## src/rtl/riscv_core_sequencer.sv

```systemverilog
// riscv_core_sequencer: multi-cycle fetch/decode/exec/mem/wb control FSM for a single-cycle RV32 datapath
module riscv_core_sequencer #(
  parameter logic [31:0] RESET_PC = 32'h0000_0000,
  parameter int unsigned DMEM_TIMEOUT = 255
) (
  input  logic        clk,
  input  logic        reset,
  output logic        imem_req,
  output logic [31:0] imem_addr,
  input  logic        imem_ready,
  input  logic [31:0] imem_rdata,
  output logic [31:0] instruction,
  output logic [31:0] PC,
  input  logic        Zero,
  input  logic [31:0] BranchTarget,
  output logic        RegWrite,
  output logic        ALUSrc,
  output logic        MEMRead,
  output logic        MEMwrite,
  output logic        MEMToReg,
  output logic        Branch,
  output logic [1:0]  ALUOp,
  output logic        dmem_valid,
  input  logic        dmem_ready,
  output logic        retire,
  output logic [31:0] retire_count,
  output logic        halt,
  output logic [1:0]  fault_code
);
  typedef enum logic [2:0] {FETCH, DECODE, EXEC, MEM, WB, HALT} state_t;
  localparam logic [7:0] LAST = 8'(DMEM_TIMEOUT - 1);
  state_t state, state_nxt;
  logic [7:0] cnt;
  logic [1:0] fault_nxt;
  logic is_r, is_i, is_ld, is_st, is_beq, legal, taken, bad_target, timeout, dp_phase;
  logic rw_d, as_d, mr_d, mw_d, mtr_d, br_d, dv_d, ret_d, halt_d;
  logic [1:0] aop_d;
  assign is_r = instruction[6:0] == 7'b0110011;
  assign is_i = instruction[6:0] == 7'b0010011;
  assign is_ld = instruction[6:0] == 7'b0000011;
  assign is_st = instruction[6:0] == 7'b0100011;
  assign is_beq = instruction[6:0] == 7'b1100011 && instruction[14:12] == 3'b000;
  assign legal = is_r || is_i || is_ld || is_st || is_beq;
  assign taken = Branch && Zero;
  assign bad_target = taken && BranchTarget[1:0] != 2'b00;
  assign timeout = cnt == LAST;
  assign imem_req = state == FETCH && !reset;
  assign imem_addr = PC;
  // state register
  always_ff @(posedge clk or posedge reset)
    if (reset) state <= FETCH;
    else state <= state_nxt;
  // next-state and fault selection
  always_comb begin
    state_nxt = state;
    fault_nxt = fault_code;
    case (state)
      FETCH: state_nxt = imem_ready ? DECODE : FETCH;
      DECODE: begin
        state_nxt = legal ? EXEC : HALT;
        fault_nxt = legal ? fault_code : 2'd1;
      end
      EXEC: state_nxt = (is_ld || is_st) ? MEM : WB;
      MEM: begin
        state_nxt = dmem_ready ? WB : timeout ? HALT : MEM;
        fault_nxt = (!dmem_ready && timeout) ? 2'd2 : fault_code;
      end
      WB: begin
        state_nxt = bad_target ? HALT : FETCH;
        fault_nxt = bad_target ? 2'd3 : fault_code;
      end
      default: state_nxt = HALT;
    endcase
  end
  // control values for the cycle being entered, so outputs come straight from flops
  always_comb begin
    dp_phase = state_nxt == EXEC || state_nxt == MEM || state_nxt == WB;
    as_d = dp_phase && (is_i || is_ld || is_st);
    mtr_d = dp_phase && is_ld;
    br_d = dp_phase && is_beq;
    aop_d = !dp_phase ? 2'b00 : is_r ? 2'b10 : is_beq ? 2'b01 : 2'b00;
    mr_d = state_nxt == MEM && is_ld;
    mw_d = state_nxt == MEM && is_st;
    dv_d = state_nxt == MEM;
    rw_d = state_nxt == WB && (is_r || is_i || is_ld);
    ret_d = state == WB && state_nxt == FETCH;
    halt_d = state_nxt == HALT;
  end
  // registered datapath controls and status
  always_ff @(posedge clk or posedge reset)
    if (reset) {RegWrite, ALUSrc, MEMRead, MEMwrite, MEMToReg, Branch, ALUOp, dmem_valid, retire, halt} <= '0;
    else {RegWrite, ALUSrc, MEMRead, MEMwrite, MEMToReg, Branch, ALUOp, dmem_valid, retire, halt} <=
      {rw_d, as_d, mr_d, mw_d, mtr_d, br_d, aop_d, dv_d, ret_d, halt_d};
  // IR, PC commit, retire counter, fault latch and MEM timeout counter
  always_ff @(posedge clk or posedge reset)
    if (reset) begin
      PC <= RESET_PC;
      instruction <= 32'h0000_0013;
      retire_count <= '0;
      fault_code <= '0;
      cnt <= '0;
    end else begin
      fault_code <= fault_nxt;
      cnt <= state == MEM ? cnt + 8'd1 : 8'd0;
      if (state == FETCH && imem_ready) instruction <= imem_rdata;
      if (state == WB && !bad_target) begin
        PC <= taken ? BranchTarget : PC + 32'd4;
        retire_count <= retire_count + 32'd1;
      end
    end
endmodule

```

## config.mk

```make
export PLATFORM = sky130hd
export DESIGN_NAME = riscv_core_sequencer
export DESIGN_NICKNAME = d
export VERILOG_FILES = /design/src/rtl/riscv_core_sequencer.sv
export SDC_FILE = /design/constraint.sdc
export NUM_CORES = 1
export LEC_CHECK = 0
export CORE_MARGIN = 4
export CORE_UTILIZATION = 45
export DETAILED_ROUTE_END_ITERATION = 7
export PLACE_DENSITY = 0.8
export SETUP_SLACK_MARGIN = 0.3
export SYNTH_ARGS = -nofsm -noshare
export SYNTH_HDL_FRONTEND = slang
export SYNTH_SLANG_ARGS = --single-unit
```

## constraint.sdc

```tcl
create_clock -name clk -period 4.2 [get_ports clk]
set_input_delay 0.63 -clock clk [delete_from_list [all_inputs] [get_ports clk]]
set_output_delay 0.63 -clock clk [all_outputs]
set_load 0.02 [all_outputs]
```

==> impl_metrics.env <==
export IMPL_die_w_um=124
export IMPL_ys_seq_area_share_pct=49.7
export IMPL_vdd_drop_max_mv=0.270
export IMPL_yosys_warnings=0
export IMPL_clkTransAtPathRegs_ns=0.05
export IMPL_grt_pass1_vias=5447
export IMPL_routedWlPerCell_um=18.1
export IMPL_num_vias=5353
export IMPL_cts_setup_buffers=0
export IMPL_globalplace_congestion=0.905
export IMPL_layout_cells_most_common_list="clkdlybuf4s50_1, dfrtp_1, nand2_1"
export IMPL_timing_setup_tns_ns=0
export IMPL_crit_required_ns=4.54
export IMPL_ios=211
export IMPL_grt_pass1_wl_um=27600
export IMPL_rsz0062_at_grt="false"
export IMPL_syn_area_per_cell_um2=10.4
export IMPL_max_slew_margin_pct=29.9
export IMPL_synth_edf_count=0
export IMPL_hpwlAfterDp_um=12600
export IMPL_grt_overflow_total=0
export IMPL_numPortBuffers=210
export IMPL_max_freq_ghz=0.381
export IMPL_holdBufCountCts=0
export IMPL_hp_class="reg -> reg"
export IMPL_worstPathMaxFanout=38
export IMPL_clk_latency_ns=0.42
export IMPL_antenna_found_initial=1
export IMPL_worstMarginPinSlew_ns=1.05
export IMPL_post_route_period_util_pct=62.6
export IMPL_fin_util_pct=65.2
export IMPL_setup_viol=0
export IMPL_syn_area_um2=6050
export IMPL_first_iter_violations=606
export IMPL_htreeDepth=4
export IMPL_end_kind="register"
export IMPL_status="complete, no violations"
export IMPL_drive_gt1_share_pct=11.0
export IMPL_ys_async_sr_fraction_pct=100
export IMPL_slew_violations=0
export IMPL_power_density_nw_per_um2=312
export IMPL_skew_ns=0.00600
export IMPL_drcViolationCount=0
export IMPL_ys_flop_type="dfrtp_1"
export IMPL_numCtsBuffers=17
export IMPL_clock_path_buffers=2
export IMPL_track_usage_pct=23.4
export IMPL_cp_startpoint="BranchTarget[0]"
export IMPL_die_area_um2=15400
export IMPL_worstHoldStart="retire_count[31]"
export IMPL_start_kind="primary input"
export IMPL_finalHoldViolations=0
export IMPL_nFillCells=981
export IMPL_viasPerCell=5.64
export IMPL_nets=833
export IMPL_cts_resized_gates=0
export IMPL_cts_tree="done"
export IMPL_finalCriticalPeriod_ns=2.63
export IMPL_ant_nets=0
export IMPL_syn_to_final_growth_pct=42.3
export IMPL_arrival_ns=2.97
export IMPL_leakage_uw=0.00356
export IMPL_mostFrequentLayoutCell="clkdlybuf4s50_1"
export IMPL_ys_types=63
export IMPL_num_rows=42
export IMPL_wl_um=17200
export IMPL_grt_max_degree=89
export IMPL_maxCapViolCount=0
export IMPL_syn_inst=581
export IMPL_detail_route_first_pass_iterations=5
export IMPL_die_h_um=124
export IMPL_cts_sinks=120
export IMPL_antennaDiodeCount=0
export IMPL_core_um2=13200
export IMPL_power_uw=2680
export IMPL_crit_type="in -> reg"
export IMPL_root_buffer="clkbuf_16"
export IMPL_ys_ff_latch=120
export IMPL_synth_fp_nets=654
export IMPL_start_util_pct=45.8
export IMPL_r2r_start="state[1]"
## layout make-up
cell class | instances | area, um^2 | area share, %
Multi-Input combinational cell | 396 | 2660 | 30.9
Clock inverter | 5 | 50.0 | 0.582
Timing Repair Buffer | 216 | 2150 | 25.0
Clock buffer | 27 | 483 | 5.61
Inverter | 9 | 36.3 | 0.422
Tap cell | 176 | 220 | 2.56
Sequential cell | 120 | 3010 | 34.9
## state kept, by name (all words and copies together), names as in the netlist
signal        count
RegWrite          1
instruction      32
MEMRead           1
dmem_valid        1
fault_code        2
MEMToReg          1
ALUSrc            1
Branch            1
state             3
ALUOp             2
PC               32
halt              1
MEMwrite          1
cnt               8
retire            1
retire_count     32
## where the power goes
group / internal, uW / leakage [uW] / switching, uW
clock: 839 / 0.000263 / 490
sequential: 1170 / 0.00160 / 12.2
combinational: 95.7 / 0.00170 / 69.5
total: 2110 / 0.00356 / 571
## stage by stage
step	hold WS [ns]	cell area, um^2	setup WS (ns)	instances
floorplan	0.489	6050	0.389	581
global placement	0.462	8070	1.28	917
detailed placement	0.467	8070	1.20	917
CTS	0.478	8600	1.57	949
global route	0.504	8600	1.39	949
finish	0.473	8600	1.57	949
## cell usage after synthesis, types with 2 or more instances
cell / count / area [um^2]
nor4_1: 6 / 37.5
nand4_1: 19 / 119
nor2b_1: 3 / 18.8
nor4_4: 2 / 42.5
a211oi_1: 2 / 15.0
nor3_4: 2 / 32.5
xor2_1: 12 / 105
nand2b_1: 3 / 18.8
buf_2: 12 / 60.1
o32a_1: 2 / 20.0
nand3_1: 34 / 170
and3_1: 16 / 100
a31oi_1: 5 / 31.3
and4_1: 8 / 70.1
dfstp_2: 3 / 78.8
or2_2: 2 / 12.5
dfrtp_1: 117 / 2930
buf_4: 32 / 240
clkbuf_1: 9 / 33.8
a311oi_1: 3 / 26.3
inv_1: 8 / 30.0
or4_1: 2 / 15.0
ha_1: 4 / 50.1
a22oi_1: 4 / 30.0
mux2_2: 32 / 360
o21a_1: 2 / 15.0
xnor2_1: 25 / 219
a21oi_1: 22 / 110
and2_1: 7 / 43.8
o22ai_1: 10 / 62.6
o211ai_1: 3 / 22.5
or3_1: 4 / 25.0
buf_1: 2 / 7.51
a2bb2oi_1: 11 / 96.3
o21ai_0: 17 / 85.1
nand2_1: 48 / 180
nor2_1: 47 / 176
nor3_1: 16 / 80.1
## worst paths after layout
kind,cells after the start,end,slack [ns]
min in group asynchronous,2,instruction[12],0.88
hold reg to reg,1,retire_count[31],0.47
setup / recovery,8,PC[13],1.57
max in group asynchronous,3,PC[17],2.38
setup reg to reg,7,PC[13],1.83
hold / removal,1,retire_count[31],0.47
## logic make-up (layout without fill, tap and decap cells)
kind of cell               count (synthesis)  in the layout  share of synthesized area (%)
muxes                                     32             32                           5.96
and+or+nand+nor                          231            231                           21.2
xor gates and xnor gates                  37             37                           5.36
adders and majority gates                  4              4                          0.828
AOI/OAI and AO/OA                         92             92                           10.5
DFF                                      120            120                           49.7
buffers and inverters                     65            257                           6.39
## routing by layer
layer / up-vias / share of wire (%) / track usage [%]
met1: 2587 / 38 / 27.6
met5: - / 0.076 / 0
met3: 50 / 11 / 10.3
li1: 2428 / - / -
met2: 286 / 48 / 37.5
met4: 2 / 2.6 / 9.31
## critical path, stage by stage
cell and delay (ns):
clkdlybuf4s50_1 0.42, o211ai_1 0.49, nand2_2 0.08, buf_4 0.25, inv_2 0.50, nor2_1 0.07, or3_1 0.36, a31oi_1 0.14
No activity file was read; power rests on OpenSTA's default activity.
